`config.mk`:
```
export PLATFORM = sky130hd
export DESIGN_NAME = onehot_seq_encoder_flat
export DESIGN_NICKNAME = d
export VERILOG_FILES = /design/src/rtl/onehot_seq_encoder_if.sv /design/src/rtl/onehot_seq_encoder.sv /design/src/flat_wrapper.sv
export SDC_FILE = /design/constraint.sdc
export NUM_CORES = 1
export LEC_CHECK = 0
export ABC_AREA = 1
export ABC_CLOCK_PERIOD_IN_PS = 3800
export CAP_MARGIN = 10
export CELL_PAD_IN_SITES_DETAIL_PLACEMENT = 0
export CELL_PAD_IN_SITES_GLOBAL_PLACEMENT = 1
export CORE_ASPECT_RATIO = 1.4
export CORE_MARGIN = 2
export CORE_UTILIZATION = 30
export DETAILED_ROUTE_END_ITERATION = 7
export HOLD_SLACK_MARGIN = 0.03
export PLACE_DENSITY = 0.68
export SYNTH_ARGS = -nofsm -noshare
export SYNTH_HDL_FRONTEND = slang
export SYNTH_SLANG_ARGS = --single-unit
export TNS_END_PERCENT = 5
```
`constraint.sdc`:
```
create_clock -name clk -period 3.8 [get_ports clk]
set_clock_uncertainty 0.15 [all_clocks]
set_input_delay 0.76 -clock clk [delete_from_list [all_inputs] [get_ports clk]]
set_output_delay 0.76 -clock clk [all_outputs]
set_load 0.02 [all_outputs]
```
`src/rtl/onehot_seq_encoder_if.sv`:
```
// Handshake bundle for the sequential multi-hot-to-binary encoder.
// The slave modport is the encoder's view; the master modport drives requests.
interface onehot_seq_encoder_if #(
    parameter int N = 8,
    parameter int W = $clog2(N)
);
    logic         in_valid;
    logic         in_ready;
    logic [N-1:0] in_vec;
    logic         out_valid;
    logic         out_ready;
    logic [W-1:0] out_code;
    logic         out_last;
    logic         empty_err;

    modport master (
        output in_valid,
        output in_vec,
        output out_ready,
        input  in_ready,
        input  out_valid,
        input  out_code,
        input  out_last,
        input  empty_err
    );

    modport slave (
        input  in_valid,
        input  in_vec,
        input  out_ready,
        output in_ready,
        output out_valid,
        output out_code,
        output out_last,
        output empty_err
    );
endinterface

```
`src/rtl/onehot_seq_encoder.sv`:
```
// Sequential multi-hot-to-binary encoder: emits the index of every set bit
// of an accepted vector, lowest first, one code per output handshake.
module onehot_seq_encoder #(
    parameter int N = 8,
    parameter int W = $clog2(N)
) (
    input  logic                  clk,
    input  logic                  rst_n,
    onehot_seq_encoder_if.slave   bus
);

    typedef enum logic {
        IDLE,
        EMIT
    } state_t;

    state_t       state;
    logic [N-1:0] pending;
    logic [N-1:0] pend_clr;

    function automatic logic [W-1:0] low_idx(input logic [N-1:0] v);
        logic [W-1:0] r;
        r = '0;
        for (int i = N - 1; i >= 0; i--) begin
            if (v[i]) r = W'(i);
        end
        return r;
    endfunction

    function automatic logic single(input logic [N-1:0] v);
        return (v != '0) && ((v & (v - N'(1))) == '0);
    endfunction

    // Dropping the lowest set bit is exactly the bit being handed out now.
    assign pend_clr = pending & (pending - N'(1));

    always_ff @(posedge clk or negedge rst_n) begin
        if (!rst_n) begin
            state         <= IDLE;
            pending       <= '0;
            bus.in_ready  <= 1'b1;
            bus.out_valid <= 1'b0;
            bus.out_code  <= '0;
            bus.out_last  <= 1'b0;
            bus.empty_err <= 1'b0;
        end else begin
            bus.empty_err <= 1'b0;
            case (state)
                IDLE: begin
                    if (bus.in_valid) begin
                        if (bus.in_vec != '0) begin
                            state         <= EMIT;
                            pending       <= bus.in_vec;
                            bus.in_ready  <= 1'b0;
                            bus.out_valid <= 1'b1;
                            bus.out_code  <= low_idx(bus.in_vec);
                            bus.out_last  <= single(bus.in_vec);
                        end else begin
                            bus.empty_err <= 1'b1;
                        end
                    end
                end
                EMIT: begin
                    if (bus.out_ready) begin
                        pending      <= pend_clr;
                        bus.out_code <= low_idx(pend_clr);
                        bus.out_last <= single(pend_clr);
                        if (bus.out_last) begin
                            state         <= IDLE;
                            bus.in_ready  <= 1'b1;
                            bus.out_valid <= 1'b0;
                        end
                    end
                end
                default: state <= IDLE;
            endcase
        end
    end

endmodule

```
`src/flat_wrapper.sv`:
```
// flat-port wrapper written by rule: the top's interface ports become plain ports
module onehot_seq_encoder_flat 
#(
    parameter int N = 8,
    parameter int W = $clog2(N)
)
  (clk, rst_n, bus_in_valid, bus_in_vec, bus_out_ready, bus_in_ready, bus_out_valid, bus_out_code, bus_out_last, bus_empty_err);
  onehot_seq_encoder_if #(.N(N), .W(W)) bus_i ();
  input  logic clk;
  input  logic rst_n;
  input wire logic [$bits(bus_i.in_valid)-1:0] bus_in_valid;
  input wire logic [$bits(bus_i.in_vec)-1:0] bus_in_vec;
  input wire logic [$bits(bus_i.out_ready)-1:0] bus_out_ready;
  output wire logic [$bits(bus_i.in_ready)-1:0] bus_in_ready;
  output wire logic [$bits(bus_i.out_valid)-1:0] bus_out_valid;
  output wire logic [$bits(bus_i.out_code)-1:0] bus_out_code;
  output wire logic [$bits(bus_i.out_last)-1:0] bus_out_last;
  output wire logic [$bits(bus_i.empty_err)-1:0] bus_empty_err;
  assign bus_i.in_valid = bus_in_valid;
  assign bus_i.in_vec = bus_in_vec;
  assign bus_i.out_ready = bus_out_ready;
  assign bus_in_ready = bus_i.in_ready;
  assign bus_out_valid = bus_i.out_valid;
  assign bus_out_code = bus_i.out_code;
  assign bus_out_last = bus_i.out_last;
  assign bus_empty_err = bus_i.empty_err;
  onehot_seq_encoder #(.N(N), .W(W)) u_core (.clk(clk), .rst_n(rst_n), .bus(bus_i));
endmodule
```
==> out/metrics.cfg <==
[setup_path]
timing.rr.start=u_core.state
crit_family=buffers and inverters
rrSetupSlack_ps=1750
rr_worst_depth=7
cp_slowest_cell=clkdlybuf4s50_1
path_buf_inv=2
cp.required_ps=3770
crit_chain=clkdlybuf4s50_1 > nor2_1 > nand3_1 > nor2_2 > nor2_4 > inv_2 > a31oi_1 > a21oi_1
crit_path_max_fanout=13
cp-endpoint=u_core.bus.out_code[1]
worst_ep_arrival_time_ps=2310
worstSetupStartpointType=input pin
path_class=in -> reg
cp-startpoint=bus_in_vec[4]
end_kind=flop
crit-reg2reg-capture=u_core.bus.out_code[1]
critical-path-max-stage-delay_ps=560
path_depth=8

[final_layout]
n_antenna_cell=0
final_area_um2=1360
drive_gt1_frac=0.0914
final_util=0.379
area_delta_synth_final_pct=23.5
nNetsFinal=199
final.fill_count=403
fin_cells=228

[sta]
hold_ws_ps=353
setup_viol_count_final=0
rsz0062_at_grt=false
finalWorstSetupSlack_ps=1460
tightestPinTransition_ps=726
hold_violations=0
slew_violations=0
tns_ps=0
post-route-period-util=0.615
relSlewSlack=0.515
max_freq_mhz=428
period_minus_slack_ps=2340

[yosys]
ys_seq_elements=16
synth_common_cells=nand2_1 (45), nor2_1 (29), inv_1 (18), dfrtp_1 (15), o21ai_0 (13)
synth_edf_count=0
avgSynthCellArea_um2=6.57
synth_nets=179
synth_top_area_cell=dfrtp_1
synth_top_area_share=0.342
ys_warn_count=0
synth_cell_type_count=25
async_flop_share=1.00
yosys-top-cells-area=dfrtp_1 (34%), nand2_1 (15%), nor2_1 (9.9%), inv_1 (6.2%), o21ai_0 (5.9%)
synthCells=167
synth.most_common_cell=nand2_1
synthFlopType=dfrtp_1
syn_area_um2=1100
yosysSeqAreaShare=0.366

[clock_network]
insertion_delay_ps=250
cts.clk_slew.worst_paths_ps=60
htreeDepth=1
cts_made_buffers=3
cts_resized=0
postCtsSetupRepairBufs=0
clkSinkCount=16
root_buffer=clkbuf_8
clock_path_buffers=2
ctsHoldBuffers=0
tritoncts=yes

[place]
numPortBuffers=18
place_area_um2=1310
post-dp-hpwl_um=2370
routabilityCongestion=0.771
pre_cts_ws_ps=1220
dp.cells=224

[pwr]
power_mw=1.14
intPower_mw=0.585
power_density_nw_per_um2=843
combPwrFrac=0.580
netSwitchingPower_mw=0.558
pwr-share-clk=0.115
p_seq_frac=0.306
leakage_nw=0.647
ir_worst_vdd_mv=0.423
p_sw_frac=0.488

[global_routing]
grt_pass1_vias=1110
antenna_found_initial=0
grt_pass1_wl_um=4910
grt.total_usage=0.165
overflow=0
grt_max_degree=17

[run]
drv_cap=0

[drt]
ant_nets=0
drtPass1Iterations=4
routedWlPerCell_um=12.8
drc_errors=0
wirelength_um=2910
vias=1099
vias_per_cell=4.82
first_iter_violations=57

[outcome]
status=finished, final reports clean

[die]
core_um2=3580
io_pins=19
rows=26
die_w_um=55.1
initial_core_util=0.307
die_area_um2=4160
die_h_um=75.6

[min_path]
hold_class=reg -> reg

==> per-layer routing <==
metal	part of all wire	vias to the layer above	routed length (um)	global-route usage
li1	-	576	-	-
met1	0.44	495	1290	0.210
met2	0.51	24	1490	0.280
met3	0.030	4	87	0.0118
met4	0.017	0	50	0.0759
met5	0	-	0	0
==> logic make-up (layout without fill, tap and decap cells) <==
kind of cell           Yosys count  count (layout)  share of synthesized area
AOI/OAI and AO/OA               38              38                      0.204
and+or+nand+nor                 90              90                      0.343
DFF                             16              16                      0.366
buffers and inverters           23              42                     0.0866
==> sequential cells by signal, summed over array words and instances, names as in the netlist <==
name                  cells
u_core.state              1
u_core.bus.out_valid      1
u_core.bus.in_ready       1
u_core.pending            8
u_core.bus.out_code       3
u_core.bus.empty_err      1
u_core.bus.out_last       1
==> area by class of cell <==
| cell class | instances | area (um^2) | area share |
|---|---|---|---|
| well taps | 42 | 52.6 | 0.0388 |
| clock buffers | 4 | 45.0 | 0.0332 |
| flip-flops and latches | 16 | 402 | 0.296 |
| multi-input cells | 128 | 601 | 0.443 |
| repair buffers | 18 | 180 | 0.133 |
| inverters | 20 | 75.1 | 0.0554 |
==> worst min-delay path by stage <==
stage                             start                    to  slack [ps]  cells after the start
global placement    u_core.bus.in_ready   u_core.bus.in_ready         340                      2
finish              u_core.bus.in_ready   u_core.bus.in_ready         350                      2
detailed placement  u_core.bus.in_ready   u_core.bus.in_ready         340                      2
global route        u_core.bus.in_ready   u_core.bus.in_ready         380                      2
floorplan                         rst_n  u_core.bus.empty_err         310                      0
CTS                 u_core.bus.in_ready   u_core.bus.in_ready         350                      2
==> placed cells by master (no fill, tap or decap), drive strengths merged <==
| cell type | instances |
|---|---|
| nand2 | 46 |
| nor2 | 35 |
| inv | 20 |
| clkdlybuf4s50 | 18 |
| o21ai | 17 |
| dfrtp | 15 |
| a21oi | 13 |
| nand3 | 8 |
| clkbuf | 4 |
| o31ai | 2 |
| a31oi | 2 |
| nor3 | 1 |
| o22ai | 1 |
| a22oi | 1 |
| o21bai | 1 |
| o211ai | 1 |
| dfstp | 1 |
==> power groups by stage <==
stage	clock [mW]	sequential (mW)	combinational [mW]
after floorplan	0	0.359	0.459
after global placement	0	0.350	0.665
after detailed placement	0	0.351	0.662
after CTS	0.135	0.350	0.667
after global routing	0.141	0.363	0.763
final	0.131	0.349	0.662
==> worst register-to-register path, delay by kind of cell, from the launching register on <==
kind            cells  cell delay (ps)
simple gates        2              390
flops               1              660
buf+inv             2              380
compound gates      3              350
Note: power is estimated with default switching activity, not from simulation.
